`src/rtl/servo_cmd_sched_pkg.sv`:
```
// servo_cmd_sched_pkg
//   Shared constants for the servo command scheduler: default word size,
//   default clamp/failsafe widths, source-state and sequencer-state encodings.
package servo_cmd_sched_pkg;

  localparam int DEF_WORDSIZE       = 15;
  localparam int DEF_MIN_WIDTH      = 900;
  localparam int DEF_MAX_WIDTH      = 2100;
  localparam int DEF_FAILSAFE_WIDTH = 1500;
  localparam int DEF_TIMEOUT_US     = 100000;

  localparam int NUM_CH = 6;

  // src_state encodings
  localparam logic [1:0] SRC_HOST     = 2'd0;
  localparam logic [1:0] SRC_RC       = 2'd1;
  localparam logic [1:0] SRC_FAILSAFE = 2'd2;

  // sequencer state encodings
  localparam logic [1:0] SEQ_IDLE  = 2'd0;
  localparam logic [1:0] SEQ_CLAMP = 2'd1;
  localparam logic [1:0] SEQ_FLAG  = 2'd2;

endpackage

```
`src/rtl/servo_width_clamp.sv`:
```
// servo_width_clamp
//   Combinational clamp of one pulse-width word into [MIN_WIDTH, MAX_WIDTH].
//   Ports:
//     width_in  - raw width, us
//     width_out - clamped width, us
module servo_width_clamp
  import servo_cmd_sched_pkg::*;
#(
  parameter int WORDSIZE  = DEF_WORDSIZE,
  parameter int MIN_WIDTH = DEF_MIN_WIDTH,
  parameter int MAX_WIDTH = DEF_MAX_WIDTH
) (
  input  logic [WORDSIZE-1:0] width_in,
  output logic [WORDSIZE-1:0] width_out
);

  localparam logic [WORDSIZE-1:0] MIN_W = WORDSIZE'(MIN_WIDTH);
  localparam logic [WORDSIZE-1:0] MAX_W = WORDSIZE'(MAX_WIDTH);

  always_comb begin
    width_out = width_in;
    if (width_in < MIN_W)
      width_out = MIN_W;
    else if (width_in > MAX_W)
      width_out = MAX_W;
  end

endmodule

```
`src/rtl/servo_cmd_sched.sv`:
```
// servo_cmd_sched
//   Selects the servo command source (host, RC receiver, failsafe), and on
//   each publish event clamps the six channel widths one per cycle into
//   staging registers, then moves all six to the outputs on a single edge
//   together with a one-cycle data_update_flag.
//
//   Build option: define SERVO_RC_PASSTHRU_EN to enable the RC receiver
//   source. Without it, rc_frame_valid/rc_width are ignored and host loss
//   goes straight to failsafe.
//
//   Ports:
//     clk, rst_n                  - system clock, async active-low reset
//     pwm_clk                     - 1 MHz tick, one clk wide (timer base)
//     host_wr_valid/ch/data/ready - host shadow writes (ch 0..5), commit (ch 7)
//     rc_frame_valid, rc_width    - RC frame strobe and six widths (ch1 in LSBs)
//     pulse_width_ch1..ch6        - published widths
//     data_update_flag            - one-cycle pulse when all six widths update
//     src_state                   - 0 HOST, 1 RC, 2 FAILSAFE
//
//   Sequencer states:
//     state     | meaning
//     ----------+-----------------------------------------------------------
//     SEQ_IDLE  | waiting for a publish trigger; host writes accepted
//     SEQ_CLAMP | clamp frame[seq_idx] into stage[seq_idx], idx 0..5
//     SEQ_FLAG  | copy stage to outputs, pulse data_update_flag
module servo_cmd_sched
  import servo_cmd_sched_pkg::*;
#(
  parameter int WORDSIZE       = DEF_WORDSIZE,
  parameter int MIN_WIDTH      = DEF_MIN_WIDTH,
  parameter int MAX_WIDTH      = DEF_MAX_WIDTH,
  parameter int FAILSAFE_WIDTH = DEF_FAILSAFE_WIDTH,
  parameter int TIMEOUT_US     = DEF_TIMEOUT_US
) (
  input  logic                    clk,
  input  logic                    rst_n,
  input  logic                    pwm_clk,
  input  logic                    host_wr_valid,
  input  logic [2:0]              host_wr_ch,
  input  logic [WORDSIZE-1:0]     host_wr_data,
  output logic                    host_wr_ready,
  input  logic                    rc_frame_valid,
  input  logic [6*WORDSIZE-1:0]   rc_width,
  output logic [WORDSIZE-1:0]     pulse_width_ch1,
  output logic [WORDSIZE-1:0]     pulse_width_ch2,
  output logic [WORDSIZE-1:0]     pulse_width_ch3,
  output logic [WORDSIZE-1:0]     pulse_width_ch4,
  output logic [WORDSIZE-1:0]     pulse_width_ch5,
  output logic [WORDSIZE-1:0]     pulse_width_ch6,
  output logic                    data_update_flag,
  output logic [1:0]              src_state
);

  localparam int                  TW    = $clog2(TIMEOUT_US + 1);
  localparam logic [TW-1:0]       T_MAX = TW'(TIMEOUT_US);
  localparam logic [WORDSIZE-1:0] FS_W  = WORDSIZE'(FAILSAFE_WIDTH);

  logic [TW-1:0]       host_tmr, rc_tmr;
  logic                host_alive, rc_alive;
  logic [1:0]          src_q;
  logic [1:0]          seq_state;
  logic [2:0]          seq_idx;
  logic [WORDSIZE-1:0] shadow [NUM_CH];
  logic [WORDSIZE-1:0] frame  [NUM_CH];
  logic [WORDSIZE-1:0] stage  [NUM_CH];
  logic [WORDSIZE-1:0] rc_buf [NUM_CH];
  logic                rc_pend, fs_pend;
  logic                idle, wr_acc, commit_acc, fs_entry, rc_strobe;
  logic                go_host, go_rc_live, go_rc_pend, go_fs, launch;
  logic [WORDSIZE-1:0] clamp_in, clamp_out;

`ifdef SERVO_RC_PASSTHRU_EN
  assign rc_strobe = rc_frame_valid;
  assign rc_alive  = (rc_tmr < T_MAX);
`else
  logic unused_rc;
  assign rc_strobe = 1'b0;
  assign rc_alive  = 1'b0;
  assign unused_rc = rc_frame_valid;
`endif

  assign host_alive = (host_tmr < T_MAX);

  always_comb begin
    if (host_alive)    src_state = SRC_HOST;
    else if (rc_alive) src_state = SRC_RC;
    else               src_state = SRC_FAILSAFE;
  end

  assign fs_entry = (src_state == SRC_FAILSAFE) && (src_q != SRC_FAILSAFE);
  assign idle     = (seq_state == SEQ_IDLE);

  // Ready also drops during the flag cycle so a new commit cannot start a
  // pass on the same edge the previous one is being published.
  assign host_wr_ready = idle && !rc_pend && !fs_pend && !data_update_flag;
  assign wr_acc        = host_wr_valid && host_wr_ready;
  assign commit_acc    = wr_acc && (host_wr_ch == 3'd7);

  // Trigger priority in IDLE: host commit, newest live RC frame, buffered
  // RC frame, failsafe. A commit on the same edge as an RC frame wins.
  assign go_host    = commit_acc;
  assign go_rc_live = idle && !go_host && rc_strobe && !host_alive;
  assign go_rc_pend = idle && !go_host && !go_rc_live && rc_pend && !host_alive;
  assign go_fs      = idle && !go_host && !go_rc_live && !go_rc_pend &&
                      (fs_pend || fs_entry);
  assign launch     = go_host || go_rc_live || go_rc_pend || go_fs;

  // source timers
  always_ff @(posedge clk or negedge rst_n) begin
    if (!rst_n) begin
      host_tmr <= T_MAX;
      rc_tmr   <= T_MAX;
      src_q    <= SRC_FAILSAFE;
    end else begin
      src_q <= src_state;
      if (commit_acc)
        host_tmr <= '0;
      else if (pwm_clk && host_alive)
        host_tmr <= host_tmr + TW'(1);
      if (rc_strobe)
        rc_tmr <= '0;
      else if (pwm_clk && (rc_tmr < T_MAX))
        rc_tmr <= rc_tmr + TW'(1);
    end
  end

  // shadows, pending RC frame, pending failsafe, frame snapshot
  always_ff @(posedge clk or negedge rst_n) begin
    if (!rst_n) begin
      rc_pend <= 1'b0;
      fs_pend <= 1'b1;   // forces a failsafe publish right after reset
      for (int i = 0; i < NUM_CH; i++) begin
        shadow[i] <= FS_W;
        frame[i]  <= FS_W;
        rc_buf[i] <= FS_W;
      end
    end else begin
      if (!idle && rc_strobe)
        rc_pend <= 1'b1;
      else if (idle)
        rc_pend <= 1'b0;   // launched, superseded, or stale (host alive)

      if (launch)
        fs_pend <= 1'b0;
      else if (fs_entry)
        fs_pend <= 1'b1;

      for (int i = 0; i < NUM_CH; i++) begin
        if (wr_acc && (host_wr_ch == 3'(i)))
          shadow[i] <= host_wr_data;
        if (!idle && rc_strobe)
          rc_buf[i] <= rc_width[i*WORDSIZE +: WORDSIZE];
        if (go_host)
          frame[i] <= shadow[i];
        else if (go_rc_live)
          frame[i] <= rc_width[i*WORDSIZE +: WORDSIZE];
        else if (go_rc_pend)
          frame[i] <= rc_buf[i];
        else if (go_fs)
          frame[i] <= FS_W;
      end
    end
  end

  assign clamp_in = frame[seq_idx];

  servo_width_clamp #(
    .WORDSIZE  (WORDSIZE),
    .MIN_WIDTH (MIN_WIDTH),
    .MAX_WIDTH (MAX_WIDTH)
  ) u_clamp (
    .width_in  (clamp_in),
    .width_out (clamp_out)
  );

  // sequencer
  always_ff @(posedge clk or negedge rst_n) begin
    if (!rst_n) begin
      seq_state        <= SEQ_IDLE;
      seq_idx          <= 3'd0;
      data_update_flag <= 1'b0;
      pulse_width_ch1  <= FS_W;
      pulse_width_ch2  <= FS_W;
      pulse_width_ch3  <= FS_W;
      pulse_width_ch4  <= FS_W;
      pulse_width_ch5  <= FS_W;
      pulse_width_ch6  <= FS_W;
      for (int i = 0; i < NUM_CH; i++)
        stage[i] <= FS_W;
    end else begin
      data_update_flag <= 1'b0;
      case (seq_state)
        SEQ_IDLE: begin
          if (launch) begin
            seq_state <= SEQ_CLAMP;
            seq_idx   <= 3'd0;
          end
        end
        SEQ_CLAMP: begin
          stage[seq_idx] <= clamp_out;
          if (seq_idx == 3'd5)
            seq_state <= SEQ_FLAG;
          else
            seq_idx <= seq_idx + 3'd1;
        end
        SEQ_FLAG: begin
          pulse_width_ch1  <= stage[0];
          pulse_width_ch2  <= stage[1];
          pulse_width_ch3  <= stage[2];
          pulse_width_ch4  <= stage[3];
          pulse_width_ch5  <= stage[4];
          pulse_width_ch6  <= stage[5];
          data_update_flag <= 1'b1;
          seq_state        <= SEQ_IDLE;
        end
        default: seq_state <= SEQ_IDLE;
      endcase
    end
  end

endmodule

```
`config.mk`:
```
export PLATFORM = sky130hd
export DESIGN_NAME = servo_cmd_sched
export DESIGN_NICKNAME = d
export VERILOG_FILES = /design/src/rtl/servo_cmd_sched_pkg.sv /design/src/rtl/servo_width_clamp.sv /design/src/rtl/servo_cmd_sched.sv
export SDC_FILE = /design/constraint.sdc
export NUM_CORES = 1
export LEC_CHECK = 0
export ABC_CLOCK_PERIOD_IN_PS = 6200
export CAP_MARGIN = 25
export CELL_PAD_IN_SITES_DETAIL_PLACEMENT = 0
export CELL_PAD_IN_SITES_GLOBAL_PLACEMENT = 1
export CORE_ASPECT_RATIO = 1.75
export CORE_MARGIN = 2
export CORE_UTILIZATION = 45
export CTS_CLUSTER_DIAMETER = 40
export CTS_CLUSTER_SIZE = 40
export DETAILED_ROUTE_END_ITERATION = 8
export PLACE_DENSITY_LB_ADDON = 0.1
export SKIP_LAST_GASP = 1
export SLEW_MARGIN = 25
export SYNTH_ARGS = -nofsm -noshare
export SYNTH_HDL_FRONTEND = slang
export SYNTH_SLANG_ARGS = --single-unit
export TNS_END_PERCENT = 10
```
`constraint.sdc`:
```
create_clock -name clk -period 6.2 [get_ports clk]
set_input_delay 1.24 -clock clk [delete_from_list [all_inputs] [get_ports clk]]
set_output_delay 1.24 -clock clk [all_outputs]
set_load 0.01 [all_outputs]
```
[Word-level counts from Yosys, hierarchy flattened]
Cells that the tools add are included.
Storage, ports and cells
  output and inout bits: 94
  register bits after elaboration: 386
Operators by class
  muxes and demuxes: 27
  magnitude comparators: 5
  bitwise operators: 1
  eq/ne operators: 14
  reduce and logical (&&, ||, !) cells: 28
  add/subtract/negate cells: 2
Operators with widths (count)
  $mux 15: 12
  $bwmux 90: 1
  $bmux 15 s3: 1
  $demux 15 s3: 1
  $mux 17: 2
  $add 17x1->17 const B: 1
  $lt 17x17->1 const B: 1
  $gt 15x12->1 const B: 1
  $logic_and 1x1->1: 15
  $lt 15x10->1 const B: 1
  $eq 3x3->1 const B: 4
  $eq 3x2->1 const B: 2
  $mux 2: 3
  $mux 3: 2
  $ne 2x2->1 const B: 3
  $pmux 3 s2: 1
  $reduce_bool 2->1: 3
  $eq 2x2->1 const B: 2
  $ge 4x4->1 const B: 1
  $lt 4x1->1 const B: 1
  $not 3->4: 1
  $pmux 2 s2: 1
  $add 3x1->3 const B: 1
  $eq 3x1->1 const B: 1
  10 further kinds: 15

[Logic depth before layout (Yosys ltp)]
  depth after elaboration: 11
  mapped depth: 10
  depth with buffers taken out: 7

[Modules after synthesis]
A second synthesis with hierarchy kept.
Unflattened totals
  cell total of the unflattened synthesis: 1252
  area, all modules: 16109.2 um2
Modules (own cells, without submodules)
  servo_cmd_sched: times used 1, area an instance 15850.2 um2, cells an instance 1212
  servo_width_clamp: times used 1, area an instance 259.0 um2, cells an instance 40

[Worst setup path before layout]
OpenSTA, ideal clock, no wires.
  path kind: in2reg
  from: input port host_wr_ch[0]
  to: register shadow[35] (netlist bit)
  path slack: 3.536 ns
  arrival time: 2.540 ns
  setup time: 0.125 ns
  cell stages on the path: 5
  required time: 6.075 ns
  cell sequence: clkbuf_1 nand2_1 nor3_1 buf_4 mux2_2
On the way
  longest elaborated chain between the ends: 2
RTL lines
  start: declaration: line servo_cmd_sched.sv:39  | input logic [2:0] host_wr_ch,
  $eq 3x2->1: line servo_cmd_sched.sv:149  | if (wr_acc && (host_wr_ch == 3'(i)))
  $logic_and 1x1->1: line servo_cmd_sched.sv:149
  end signal: indexed assignment: line servo_cmd_sched.sv:150  | shadow[i] <= host_wr_data;
  end: declaration: line servo_cmd_sched.sv:63  | logic [WORDSIZE-1:0] shadow [NUM_CH];
No other way between the ends.
A chain may end at the register's enable or synchronous reset.

[Worst setup path in the final report]
  from: register seq_state[1]
  to: output port host_wr_ready
On the way
  longest elaborated chain between the ends: 3
RTL lines
  start: declaration: line servo_cmd_sched.sv:61  | logic [1:0] seq_state;
  start signal: assignment: line servo_cmd_sched.sv:179  | seq_state <= SEQ_IDLE;
  start signal: assignment: line servo_cmd_sched.sv:195  | seq_state <= SEQ_CLAMP;
  start signal: assignment: line servo_cmd_sched.sv:202  | seq_state <= SEQ_FLAG;
  $logic_not 2->1: line servo_cmd_sched.sv:91  | assign idle = (seq_state == SEQ_IDLE);
  $logic_and 1x1->1 (2 in series): line servo_cmd_sched.sv:95  | assign host_wr_ready = idle && !rc_pend && !fs_pend && !data_update_flag;
  end: declaration: line servo_cmd_sched.sv:41  | output logic host_wr_ready,
No other way between the ends.

==> impl_metrics.yaml <==
run_status:
  outcome: "complete, no violations"
die:
  core_area_um2: 33740
  die_w_um: 144.1
  ios: 207
  die_height_um: 249.2
  initial_core_util: 0.4583
  die-area_um2: 35920
  rows: 89
place:
  routabilityCongestion: 0.7383
  io_buffer_count: 114
  dp_hpwl_um: 21120
  postPlaceCellArea_um2: 17060
clock_network:
  root_buffer: "clkbuf_16"
  postCtsResizedCells: 0
  clk_pin_slew_worst_paths_ns: 0.07
  htree_levels: 2
  holdBufCountCts: 0
  numCtsBuffers: 37
  postCtsSetupBuffers: 0
  cts_tree: "done"
  clk_latency_ns: 0.53
  clock_path_buffers: 3
  cts.sinks: 385
worst_setup_path:
  reg2reg_depth: 7
  cp_max_fo: 5
  path_cells: "nor4_1, clkdlybuf4s50_1"
  arrival_ns: 2.55
  crit_slowest_cell: "nor4_1"
  crit_path_start_kind: "register"
  slowest_delay_ns: 0.87
  reg2reg_from: "seq_idx[1]$_DFFE_PN0P_"
  cp.required_ns: 4.96
  r2r_setup_slack_ns: 2.71
  critPathCaptureType: "output pin"
  critPathKind: "reg2out"
  r2r-end: "stage[61]$_DFFE_PN0P_"
route:
  first_pass_iters: 4
  drc: 0
  vias: 8953
  ant_nets: 0
  routed_via_density: 5.348
  totalWireLength_um: 33310
  wl_per_cell_um: 19.90
  drtIter0Drc: 328
timing:
  report.final.hold_viol_count: 0
  finalClockSkew_ns: 0.01710
  layout_min_cycle_time_ns: 3.791
  grt_setup_unrepaired: "false"
  tightest_slew_ns: 1.034
  holdWs_ns: 0.4584
  final-max-slew-violation-count: 0
  relSlewSlack: 0.3089
  setup_tns_ns: 0
  setup_viol: 0
  fmax_mhz: 263.8
  period_share: 0.6115
logic_synthesis:
  ys_seq_area_frac: 0.6373
  syn-cell-area_um2: 15460
  yosys_most_used_dff: "dfrtp_1"
  synth_edf_count: 0
  synth_area_per_cell_um2: 14.20
  yosys.cell_types.count: 65
  synth-async-reset-ratio: 1.000
  ys_ff_latch: 385
  synthCells: 1089
  syn_nets: 1205
  synth_warnings: 0
hold_path:
  min_path_type: "reg2reg"
  holdCritStartpoint: "stage[37]$_DFFE_PN1P_"
  min_to: "stage[37]$_DFFE_PN1P_"
  hold_depth: 2
global_routing:
  groute.usage.overall: 0.1911
  antenna_found_initial: 0
  grt_pass1_vias: 9205
  grt_start_max_net_pins: 149
  grt_pass1_wl_um: 53170
  globalRouteOverflowTotal: 0
cells_and_area:
  drive_gt1_frac: 0.4077
  design_area_um2: 18370
  regArea_um2: 9854
  syn_to_final_growth_pct: 18.77
  multi_input_comb_area_um2: 5318
  layout_common_cells: "mux2_2 (219), dfrtp_1 (209), dfstp_2 (176), clkdlybuf4s50_1 (113), nand2_1 (73)"
  final_common_cell: "mux2_2"
  diodes: 0
  n_fill_cell: 2871
  layout.nets: 1309
pwr:
  p_leak_nw: 7.745
  pwr_density_cell_nw_per_um2: 519.2
  ir_drop_mv: 0.2315
flow_run:
  drv_cap: 0
[worst max-delay path by stage]
stage                                        start                     end  slack (ns)  cells after the start
after CTS                 seq_state[1]$_DFFE_PN0P_           host_wr_ready        2.35                      2
after global routing      seq_state[1]$_DFFE_PN0P_           host_wr_ready        2.27                      2
after global placement      seq_idx[0]$_DFFE_PN0P_   stage[16]$_DFFE_PN0P_        2.61                      8
after detailed placement    seq_idx[0]$_DFFE_PN0P_   stage[61]$_DFFE_PN0P_        2.59                      8
final                     seq_state[1]$_DFFE_PN0P_           host_wr_ready        2.41                      2
after floorplan                      host_wr_ch[0]  shadow[35]$_DFFE_PN0P_        3.54                      5
[flip-flops by register name, indices dropped and copies added (netlist names)]
signal and cells:
pulse_width_ch5 15, shadow 90, pulse_width_ch6 15, pulse_width_ch4 15, seq_state 2, src_q 1, seq_idx 3, pulse_width_ch1 15
host_tmr 17, pulse_width_ch3 15, fs_pend 1, frame 90, stage 90, data_update_flag 1, pulse_width_ch2 15
[report_power, final]
part,internal [W],switching (W),total (W)
combinational,0.00137,0.00143,0.00280
sequential,0.00380,0.000559,0.00436
clock,0.00138,0.000995,0.00238
total,0.00655,0.00298,0.00954
[stage by stage]
| step | util | instances | worst slack, ns | total power, W |
|---|---|---|---|---|
| 2_1_floorplan | - | 1089 | 3.536 | 0.006104 |
| 3_3_place_gp | 0.5047 | 1606 | 2.606 | 0.007179 |
| 3_5_place_dp | 0.5057 | 1608 | 2.592 | 0.007282 |
| 4_1_cts | 0.5438 | 1673 | 2.347 | 0.009695 |
| 5_1_grt | 0.5443 | 1674 | 2.269 | 0.01010 |
| 6_report | 0.5443 | 1674 | 2.409 | 0.009536 |
[synth_stat cells (5+ instances only)]
library cell | count | share of area
mux2i_1 | 24 | 0.016
xnor2_1 | 7 | 0.0040
dfrtp_1 | 209 | 0.34
nand3_1 | 16 | 0.0052
mux2_2 | 219 | 0.16
nor2_1 | 31 | 0.0075
and3_1 | 5 | 0.0020
a21oi_1 | 13 | 0.0042
nand3b_1 | 5 | 0.0024
inv_1 | 8 | 0.0019
nor3_1 | 11 | 0.0036
dfstp_2 | 176 | 0.30
o21ai_1 | 10 | 0.0032
clkbuf_1 | 43 | 0.010
nand2_1 | 73 | 0.018
xor2_1 | 7 | 0.0040
a22o_1 | 48 | 0.027
and2_1 | 21 | 0.0085
o21ai_0 | 28 | 0.0091
o22ai_1 | 8 | 0.0032
o22a_1 | 42 | 0.024
buf_2 | 9 | 0.0029
buf_4 | 5 | 0.0024
o221ai_1 | 5 | 0.0028
[cell families after synthesis]
kind of cell	after synthesis	share of synthesized area
AOI/OAI and AO/OA	177	0.09054
DFF	385	0.6373
muxes	247	0.1791
buffers and inverters	72	0.02136
adders and majority gates	3	0.002428
other	1	0.0002425
and+or+nand+nor	190	0.06109
xor gates and xnor gates	14	0.007930
[per-layer routing]
layer | vias up | wire (µm) | share of wire | global-route usage
met2 | 144 | 17680 | 0.53 | 0.3424
li1 | 4121 | - | - | -
met5 | - | 0 | 0 | 0
met3 | 36 | 1000 | 0.030 | 0.02691
met1 | 4652 | 14000 | 0.42 | 0.2406
met4 | 0 | 625 | 0.019 | 0.04965
[cell type report]
cell class              instances  share of cell area
well taps                     455             0.03100
clock inverters                20             0.01574
inverters                       8            0.001635
clock buffers                  45             0.05423
repair buffers                129             0.07133
multi-input cells             632              0.2895
flip-flops and latches        385              0.5365
[critical path, delay by kind of cell, from the launching register on]
family                 cells  cell delay (ns)
buffers and inverters      1             0.70
and+or+nand+nor            1             0.87
DFF                        1             0.46
Power figures use the tool's default switching activity.
